### src/rtl/sextium_avalon_master_if.sv
// rtl/sextium_avalon_master_if.sv - CPU-side and Avalon-MM-side signal bundle for sextium_avalon_master
interface sextium_avalon_master_if #(
  parameter int ADDR_W = 16,
  parameter int DATA_W = 16
);
  localparam int BE_W = DATA_W / 8;

  // CPU request side
  logic              cpu_req;
  logic              cpu_we;
  logic [ADDR_W-1:0] cpu_addr;
  logic [DATA_W-1:0] cpu_wdata;
  logic [BE_W-1:0]   cpu_be;
  logic              cpu_ack;
  logic [DATA_W-1:0] cpu_rdata;
  logic              cpu_busy;

  // Avalon-MM master side
  logic [ADDR_W-1:0] avm_address;
  logic [BE_W-1:0]   avm_byteenable;
  logic              avm_read;
  logic              avm_write;
  logic [DATA_W-1:0] avm_writedata;
  logic              avm_waitrequest;
  logic [DATA_W-1:0] avm_readdata;
  logic              avm_readdatavalid;

  modport master (
    input  cpu_req, cpu_we, cpu_addr, cpu_wdata, cpu_be,
    output cpu_ack, cpu_rdata, cpu_busy,
    output avm_address, avm_byteenable, avm_read, avm_write, avm_writedata,
    input  avm_waitrequest, avm_readdata, avm_readdatavalid
  );

  modport slave (
    output cpu_req, cpu_we, cpu_addr, cpu_wdata, cpu_be,
    input  cpu_ack, cpu_rdata, cpu_busy,
    input  avm_address, avm_byteenable, avm_read, avm_write, avm_writedata,
    output avm_waitrequest, avm_readdata, avm_readdatavalid
  );
endinterface

### src/rtl/sextium_avalon_master.sv
// rtl/sextium_avalon_master.sv - CPU to Avalon-MM single-transaction master; SEXTIUM_AVM_PIPELINED_READ_EN enables variable-latency reads
module sextium_avalon_master #(
  parameter int ADDR_W = 16,
  parameter int DATA_W = 16
) (
  input  logic                     clk,
  input  logic                     reset_n,
  sextium_avalon_master_if.master  bus
);
  localparam int BE_W = DATA_W / 8;

`ifdef SEXTIUM_AVM_PIPELINED_READ_EN
  typedef enum logic [1:0] {S_IDLE, S_CMD, S_RESP, S_ACK} state_t;
`else
  typedef enum logic [1:0] {S_IDLE, S_CMD, S_ACK} state_t;
`endif

  state_t            state_q;
  logic [ADDR_W-1:0] address_q;
  logic [DATA_W-1:0] writedata_q;
  logic [BE_W-1:0]   byteenable_q;
  logic              read_q;
  logic              write_q;
  logic              ack_q;
  logic              busy_q;
  logic [DATA_W-1:0] rdata_q;

  // Transaction FSM; every output is a register so the bus sees glitch-free commands
  always_ff @(posedge clk or negedge reset_n) begin
    if (!reset_n) begin
      state_q      <= S_IDLE;
      address_q    <= '0;
      writedata_q  <= '0;
      byteenable_q <= '0;
      read_q       <= 1'b0;
      write_q      <= 1'b0;
      ack_q        <= 1'b0;
      busy_q       <= 1'b0;
      rdata_q      <= '0;
    end else begin
      case (state_q)
        S_IDLE: begin
          ack_q <= 1'b0;
          if (bus.cpu_req) begin
            address_q    <= bus.cpu_addr;
            writedata_q  <= bus.cpu_wdata;
            // Reads always fetch the full word
            byteenable_q <= bus.cpu_we ? bus.cpu_be : '1;
            write_q      <= bus.cpu_we;
            read_q       <= ~bus.cpu_we;
            busy_q       <= 1'b1;
            state_q      <= S_CMD;
          end
        end
        S_CMD: begin
          // Command is held untouched for as long as the slave stalls
          if (!bus.avm_waitrequest) begin
            read_q  <= 1'b0;
            write_q <= 1'b0;
`ifdef SEXTIUM_AVM_PIPELINED_READ_EN
            if (read_q) begin
              state_q <= S_RESP;
            end else begin
              ack_q   <= 1'b1;
              state_q <= S_ACK;
            end
`else
            if (read_q) begin
              rdata_q <= bus.avm_readdata;
            end
            ack_q   <= 1'b1;
            state_q <= S_ACK;
`endif
          end
        end
`ifdef SEXTIUM_AVM_PIPELINED_READ_EN
        S_RESP: begin
          if (bus.avm_readdatavalid) begin
            rdata_q <= bus.avm_readdata;
            ack_q   <= 1'b1;
            state_q <= S_ACK;
          end
        end
`endif
        S_ACK: begin
          ack_q   <= 1'b0;
          busy_q  <= 1'b0;
          state_q <= S_IDLE;
        end
        default: begin
          state_q <= S_IDLE;
        end
      endcase
    end
  end

  assign bus.avm_address    = address_q;
  assign bus.avm_writedata  = writedata_q;
  assign bus.avm_byteenable = byteenable_q;
  assign bus.avm_read       = read_q;
  assign bus.avm_write      = write_q;
  assign bus.cpu_ack        = ack_q;
  assign bus.cpu_busy       = busy_q;
  assign bus.cpu_rdata      = rdata_q;
endmodule

### src/flat_wrapper.sv
// flat-port wrapper written by rule: the top's interface ports become plain ports
module sextium_avalon_master_flat 
#(
  parameter int ADDR_W = 16,
  parameter int DATA_W = 16
)
  (clk, reset_n, bus_cpu_req, bus_cpu_we, bus_cpu_addr, bus_cpu_wdata, bus_cpu_be, bus_cpu_ack, bus_cpu_rdata, bus_cpu_busy, bus_avm_address, bus_avm_byteenable, bus_avm_read, bus_avm_write, bus_avm_writedata, bus_avm_waitrequest, bus_avm_readdata, bus_avm_readdatavalid);
  sextium_avalon_master_if #(.ADDR_W(ADDR_W), .DATA_W(DATA_W)) bus_i ();
  input  logic clk;
  input  logic reset_n;
  input wire logic [$bits(bus_i.cpu_req)-1:0] bus_cpu_req;
  input wire logic [$bits(bus_i.cpu_we)-1:0] bus_cpu_we;
  input wire logic [$bits(bus_i.cpu_addr)-1:0] bus_cpu_addr;
  input wire logic [$bits(bus_i.cpu_wdata)-1:0] bus_cpu_wdata;
  input wire logic [$bits(bus_i.cpu_be)-1:0] bus_cpu_be;
  output wire logic [$bits(bus_i.cpu_ack)-1:0] bus_cpu_ack;
  output wire logic [$bits(bus_i.cpu_rdata)-1:0] bus_cpu_rdata;
  output wire logic [$bits(bus_i.cpu_busy)-1:0] bus_cpu_busy;
  output wire logic [$bits(bus_i.avm_address)-1:0] bus_avm_address;
  output wire logic [$bits(bus_i.avm_byteenable)-1:0] bus_avm_byteenable;
  output wire logic [$bits(bus_i.avm_read)-1:0] bus_avm_read;
  output wire logic [$bits(bus_i.avm_write)-1:0] bus_avm_write;
  output wire logic [$bits(bus_i.avm_writedata)-1:0] bus_avm_writedata;
  input wire logic [$bits(bus_i.avm_waitrequest)-1:0] bus_avm_waitrequest;
  input wire logic [$bits(bus_i.avm_readdata)-1:0] bus_avm_readdata;
  input wire logic [$bits(bus_i.avm_readdatavalid)-1:0] bus_avm_readdatavalid;
  assign bus_i.cpu_req = bus_cpu_req;
  assign bus_i.cpu_we = bus_cpu_we;
  assign bus_i.cpu_addr = bus_cpu_addr;
  assign bus_i.cpu_wdata = bus_cpu_wdata;
  assign bus_i.cpu_be = bus_cpu_be;
  assign bus_cpu_ack = bus_i.cpu_ack;
  assign bus_cpu_rdata = bus_i.cpu_rdata;
  assign bus_cpu_busy = bus_i.cpu_busy;
  assign bus_avm_address = bus_i.avm_address;
  assign bus_avm_byteenable = bus_i.avm_byteenable;
  assign bus_avm_read = bus_i.avm_read;
  assign bus_avm_write = bus_i.avm_write;
  assign bus_avm_writedata = bus_i.avm_writedata;
  assign bus_i.avm_waitrequest = bus_avm_waitrequest;
  assign bus_i.avm_readdata = bus_avm_readdata;
  assign bus_i.avm_readdatavalid = bus_avm_readdatavalid;
  sextium_avalon_master #(.ADDR_W(ADDR_W), .DATA_W(DATA_W)) u_core (.clk(clk), .reset_n(reset_n), .bus(bus_i));
endmodule
### config.mk
export PLATFORM = sky130hd
export DESIGN_NAME = sextium_avalon_master_flat
export DESIGN_NICKNAME = d
export VERILOG_FILES = /design/src/rtl/sextium_avalon_master_if.sv /design/src/rtl/sextium_avalon_master.sv /design/src/flat_wrapper.sv
export SDC_FILE = /design/constraint.sdc
export NUM_CORES = 1
export LEC_CHECK = 0
export ABC_AREA = 1
export CAP_MARGIN = 20
export CORE_MARGIN = 3
export CORE_UTILIZATION = 44
export CTS_BUF_LIST = sky130_fd_sc_hd__clkbuf_4
export CTS_CLUSTER_SIZE = 24
export DETAILED_ROUTE_END_ITERATION = 8
export PLACE_DENSITY = 0.87
export SYNTH_ARGS = -nofsm -noshare
export SYNTH_HDL_FRONTEND = slang
export SYNTH_SLANG_ARGS = --single-unit
### constraint.sdc
create_clock -name clk -period 2.4 [get_ports clk]
set_clock_uncertainty 0.15 [all_clocks]
set_input_delay 0.48 -clock clk [delete_from_list [all_inputs] [get_ports clk]]
set_output_delay 0.48 -clock clk [all_outputs]
set_load 0.1 [all_outputs]
# Yosys cells after proc, flatten, opt, wreduce, memory -nomap -nowiden
# Cells that the tools add are included.
# totals
regBits,56
in_bits,56
out_inout_bits,54
word_cells,39
# op_classes
n_eq_ne,4
n_mux,13
n_bitwise,2
reduce_logical,11
# op_table
operator,n
$pmux 1 s2,4
$reduce_and 2->1,4
$mux 2,3
$reduce_and 3->1,2
$reduce_bool 2->1,3
$mux 1,5
$ne 2x2->1 const B,2
$pmux 2 s2,1
$eq 2x1->1 const B,1
$eq 2x2->1 const B,1
$logic_not 2->1,1
$not 1->1,2
$reduce_or 2->1,1

# Depth between registers and ports, before layout
# Gate-level depths: netlist (run 1).
# logic_depth
word_depth,4
mapped_depth,6
ltp_nobuf,5

# Least setup slack after synthesis (run 1)
# No wires, ideal clock.
# synth_path
kind,flip-flop to flip-flop
from,"reg u_core.read_q, in the netlist u_core.bus.avm_read"
to,"reg u_core.rdata_q[0], in the netlist u_core.bus.cpu_rdata[0]"
setup_ns,0.122
arrival_time_ns,1.693
required_ns,2.128
path_slack_ns,0.434
stages_incl_launch_ff,6
path_buffers,2
synth_period_minus_slack_ns,1.966
cell_sequence,dfrtp_1 -> buf_2 -> nand4_2 -> buf_4 -> nand2_1 -> nand2_1
# synth_between
elab_chain_cells,1
# synth_rtl
element,line,text
start: declaration,sextium_avalon_master.sv:22,logic read_q;
start signal: assignment,sextium_avalon_master.sv:50,read_q <= ~bus.cpu_we;
$reduce_and 3->1 (no line),--,
end signal: assignment,sextium_avalon_master.sv:69,rdata_q <= bus.avm_readdata;
end: declaration,sextium_avalon_master.sv:26,logic [DATA_W-1:0] rdata_q;
# No other way between the ends.
# A chain may end at the register's enable or synchronous reset.

# Worst setup path in the final report (run 1)
# layout_path
from,"reg u_core.read_q, in the netlist u_core.bus.avm_read"
to,out bus_avm_read
# layout_lines
element,line,text
end: declaration,flat_wrapper.sv:21,output wire logic [$bits(bus_i.avm_read)-1:0] bus_avm_read;
# No word-level cell between the ends.

==> results.ini, run 1 <==
[yosys]
async_reset_ff_share_pct=100
synth-simple-area-share_pct=30.9
synth_nets=296
ys_seq_elements=56
yosys_most_used_dff=dfrtp_1
syn_inst=240
synth_fa_ha_area_share_pct=0
synth_xor_area_share_pct=0
synth_area_per_cell_sq_um=9.10
synth.area.mux_share_pct=0
ys_warn_count=0
netlist_area_sq_um=2180
synth-edff-count=0
yosysUniqueCellTypes=17
synth_compound_area_share_pct=0.917
seq_area_frac_synth_pct=64.2
synth_top_family_by_area=simple AND/OR/NAND/NOR gates

[routing]
post-route-drc-count=0
wl_per_cell_microns=12.7
vias=1960
postRouteAntennaNets=0
first_pass_iters=4
viasPerCell=4.71
drt_iter0_drc=82
wirelength_microns=5290

[die]
die_x_microns=76.4
ioPinCount=110
initial_core_util_pct=45.9
dieArea_sq_um=5840
rows=25
coreArea_sq_um=4750
die_y_microns=76.4

[clock_network]
cts_buffers=5
clock-sinks=56
post-cts-setup-buffer-count=0
insertion_delay_ns=0.36
clockBufferDepth=2
cts_tree=built
h-tree-depth=2
cts_root_buffer=clkbuf_4
path_clk_slew_ns=0.15
post_cts_resized=0

[worst_setup_path]
arrival_ns=1.25
r2r-start=u_core.bus.avm_read
crit_slowest_cell=dfrtp_1
required_ns=1.77
cpPeakStageDelay_ns=0.65
crit_path_start_kind=flip-flop
path_cells=buf_12
setup.worst_path.start=u_core.bus.avm_read
cp_num_buf_inv=1
path_delay_family=flip-flops
crit_end=bus_avm_read
worst-path-stages=1
crit_type=flip-flop to output pin
reg2reg_slack_ns=0.83
ff2ff_path_depth=3
cp-end-kind=output pin
r2r_end=u_core.bus.cpu_rdata[10]
cp_max_fo=11

[sta]
finalMaxSlewViolations=0
post-route-period-util_pct=78.2
hold_viol_final=0
rsz0062_at_grt=no
slew_headroom_pct=62.2
setup_tns_ns=0
worst_slack_ns=0.523
setup_violations=0
tightest_slew_ns=0.566
fmax_ghz=0.533
min_period_ns=1.88

[place]
gp_routability_congestion=0.701
place_area_sq_um=3200
hpwl_microns=3750
portBuffers=108
placed_cells=407
place_ws_ns=0.465

[run]
cap_violations=0

[layout]
finalNetCount=404
final_area_sq_um=3290
drive_above_1_share_pct=20.9
syn_to_final_growth_pct=50.6
num_antenna_cells=0
final_cells=416

[worst_hold_path]
worstHoldPathType=flip-flop to flip-flop

[global_routing]
antenna_found_initial=0
overflow=0
grt_pass1_vias=1851
grt_use_total_pct=18.7
grt_first_pass_wirelength_microns=8870
grt_max_degree=57

[outcome]
status=completed

[placed cells by master (no fill, tap or decap), drive strengths merged]
cell           instances
nand2                138
buf                   59
dfrtp                 56
clkdlybuf4s50         53
nand4                 17
clkbuf                 6
inv                    5
nand3                  4
nor2                   3
o21ai                  2
a21oi                  2
clkinv                 2
bufinv                 1
dlygate4sd3            1
[layout make-up]
type / count / area (sq um)
Fill cell: 396 / 1470
Sequential cell: 56 / 1400
Timing Repair Buffer: 113 / 1010
Multi-Input combinational cell: 166 / 694
Tap cell: 67 / 83.8
Clock buffer: 6 / 45.0
Clock inverter: 2 / 35.0
Inverter: 6 / 22.5
[what timing repair did]
item	CTS	global route
hold endpoints to repair	56	0
hold buffers	1	0
setup endpoints to repair	0	0
[cell usage after synthesis (2+ instances only)]
master,n,area share [%]
nor2_1,2,0.34
nand3_1,3,0.69
a21oi_1,2,0.46
buf_4,3,1.0
o21ai_0,2,0.46
dfrtp_1,56,64
inv_2,3,0.52
inv_1,2,0.34
nand2_1,138,24
buf_2,7,1.6
nand4_1,16,4.6
[worst min-delay path by stage]
| stage | slack (ns) | start | endpoint | depth (start not counted) |
|---|---|---|---|---|
| final | 0.34 | u_core.bus.cpu_rdata[12] | u_core.bus.cpu_rdata[12] | 2 |
| after detailed placement | 0.31 | u_core.bus.cpu_rdata[0] | u_core.bus.cpu_rdata[0] | 2 |
| after global routing | 0.37 | u_core.bus.avm_address[15] | u_core.bus.avm_address[15] | 2 |
| after global placement | 0.31 | u_core.bus.cpu_rdata[14] | u_core.bus.cpu_rdata[14] | 2 |
| after floorplan | 0.03 | reset_n | u_core.bus.avm_address[0] | 0 |
| after CTS | 0.34 | u_core.bus.cpu_rdata[12] | u_core.bus.cpu_rdata[12] | 2 |
[state kept, by name, indices dropped and copies added, names as in the netlist]
name and flops:
u_core.bus.avm_address 16, u_core.bus.cpu_busy 1, u_core.bus.cpu_ack 1, u_core.bus.avm_writedata 16, u_core.bus.cpu_rdata 16, u_core.bus.avm_read 1
u_core.state_q 2, u_core.bus.avm_byteenable 2, u_core.bus.avm_write 1
[metrics by stage]
step	util [%]	hold WS [ns]
after floorplan	-	0.0344
after global placement	67.3	0.305
after detailed placement	67.3	0.311
after CTS	69.2	0.345
final	69.2	0.341
after global routing	69.2	0.369
[per-layer routing]
layer  vias up  global-route usage, %  routed length (microns)
met5         -                      0                        0
met3         6                   6.97                      445
met2        74                   30.3                     2530
li1        966                      -                        -
met1       914                   23.6                     2260
met4         0                   5.43                       61
[kinds of logic after synthesis]
| logic type | after synthesis |
|---|---|
| flops | 56 |
| buf+inv | 18 |
| compound gates | 4 |
| simple gates | 162 |
Power of run 1 is left out: the tool's default activity adds up to more than one toggle a clock period on the data nets, which glitch-free logic cannot reach.
==> run 2, diff against run 1 <==
- CORE_UTILIZATION: 44 -> 37
- PLACE_DENSITY: 0.87 -> 0.78
- clock period: 2.4 -> 1.7 ns (I/O delays scaled with it)
==> run 2 against run 1 <==
  * Sequential share of layout area down 7.8 points
  * Routed wire length up 12%
  * Utilization up 2.7 points
  * Non-clock buffer count up 6
  * Register-to-register slack worse by 0.59 ns
  * First-iteration DRC count down 8.5%
  * Die area up 17%
  * Sequential cell count unchanged
  * Worst setup slack worse by 0.46 ns
  * Clock-buffer cell count down 1
  * Global-route usage down 0.40 points
  * Largest cell class is now buffers
  * Highest routed layer unchanged
==> results.ini, run 2 (synthesis gave the netlist of run 1 again) <==
[die]
dieArea_sq_um=6860  ; +17%
die_x_microns=82.8  ; +8.3%
rows=27  ; +8.0%
die_y_microns=82.8  ; +8.3%
coreArea_sq_um=5610  ; +18%
ioPinCount=110  ; unchanged
initial_core_util_pct=38.9  ; -7.0 points

[worst_setup_path]
crit_type=flip-flop to output pin
path_cells=buf_12
required_ns=1.21  ; -0.56 ns
crit_slowest_cell=dfrtp_2
setup.worst_path.start=u_core.bus.avm_read
cp_max_fo=10  ; -1
r2r-start=u_core.bus.avm_read
arrival_ns=1.14  ; -0.11 ns
crit_path_start_kind=flip-flop
path_delay_family=flip-flops
cp-end-kind=output pin
cp_num_buf_inv=1  ; unchanged
cpPeakStageDelay_ns=0.54  ; -0.11 ns

[sta]
fmax_ghz=0.612
post-route-period-util_pct=96.1
rsz0062_at_grt=no
tightest_slew_ns=0.460  ; -0.106 ns
finalMaxSlewViolations=0  ; unchanged
slew_headroom_pct=69.3  ; +7.1 points
setup_violations=0  ; unchanged
min_period_ns=1.63
setup_tns_ns=0  ; unchanged
hold_viol_final=0  ; unchanged
holdWs_ns=0.308  ; -0.0339 ns

[routing]
wirelength_microns=5920  ; +12%
post-route-drc-count=0  ; unchanged
drt_iter0_drc=75  ; -8.5%
vias=1949  ; -0.56%
first_pass_iters=4  ; unchanged
postRouteAntennaNets=0  ; unchanged
viasPerCell=4.56  ; -3.1%
wl_per_cell_microns=13.9  ; +9.1%

[clock_network]
insertion_delay_ns=0.38  ; +0.02 ns
cts_root_buffer=clkbuf_4
cts_buffers=5  ; unchanged
h-tree-depth=2  ; unchanged
path_clk_slew_ns=0.16  ; about the same
clock-sinks=56  ; unchanged
cts_tree=built
clockBufferDepth=2  ; unchanged

[global_routing]
grt_max_degree=57  ; unchanged
grt_pass1_vias=2064  ; +12%
grt_use_total_pct=18.3  ; -0.40 points
grt_first_pass_wirelength_microns=10300  ; +16%
antenna_found_initial=0  ; unchanged
overflow=0  ; unchanged

[place]
portBuffers=108  ; unchanged
gp_routability_congestion=0.738  ; +5.3%
hpwl_microns=4470  ; +19%

[layout]
final_common_cell=nand2_1
drive_above_1_share_pct=22.5  ; +1.6 points
fillers=415  ; +4.8%
num_antenna_cells=0  ; unchanged
finalNetCount=410  ; +1.5%
multiInputGateArea_sq_um=694  ; unchanged
syn_to_final_growth_pct=84.5
regArea_sq_um=1400  ; about the same
final_cell_mix=nand2_1, buf_12, dfrtp_1, clkdlybuf4s50_1, nand4_1

[run]
cap_violations=0  ; unchanged

[outcome]
status=completed

[worst_hold_path]
worstHoldPathType=primary input to asynchronous set/reset pin

==> run 2: cell count changes in the layout (fill, tap and decap cells not counted), sizes merged <==
cell,change
buf,+6
clkinvlp,+1
clkbuf,-1
==> run 2: path summary, 6_finish.rpt <==
path,end,slack [ns],cells after the start
max,bus_avm_read,0.07,1
min,u_core.bus.cpu_rdata[1],0.31,3
max reg2reg,u_core.bus.cpu_rdata[8],0.24,3
min reg2reg,u_core.bus.cpu_rdata[10],0.40,2
max in group asynchronous,u_core.bus.avm_read,0.84,3
min in group clk,u_core.bus.avm_address[15],0.31,3
==> run 2: layout make-up <==
class,count,share of cell area (%)
tap,72,2.24
sequential,56,34.8
clock buffer,5,0.932
timing repair buffer,119,43.2
multi-input combinational,166,17.2
clock inverter,3,1.06
inverter,6,0.559
==> run 2: routing by layer <==
layer | part of all wire, % | vias up | track usage (%)
met5 | 0 | - | 0
met3 | 8.0 | 13 | 6.55
met1 | 40 | 888 | 21.7
met2 | 50 | 71 | 31.2
li1 | - | 977 | -
met4 | 1.8 | 0 | 5.50
==> run 2: repair_timing <==
action	4_1_cts	5_1_grt
setup buffers	0	2
gates resized for setup	0	0
hold buffers	1	0
hold endpoints to repair	56	0
setup endpoints to repair	0	1
==> run 2: worst reg2reg max path, stage by stage, from the launching register on <==
cell and delay [ns]:
dfrtp_2 0.54, nand4_2 0.43, nand2_1 0.18, nand2_1 0.07
==> run 2: stage by stage <==
step                utilization, %  worst slack [ns]  std cells  cell area (sq um)
floorplan                        -            0.0220        240               2180
global placement              70.0           -0.0121        416               3920
detailed placement            70.0           -0.0700        416               3920
CTS                           71.6            0.0290        425               4010
global route                  71.8            0.0109        427               4030
finish                        71.8            0.0659        427               4030
Power of run 2 is left out for the same reason.
==> run 3, diff against run 2 <==
- GPL_ROUTABILITY_DRIVEN: not set -> 0
==> results of run 3 <==
No change in the layout: final DEF, timing and power equal those of run 2.
Power of run 3 is left out for the same reason.
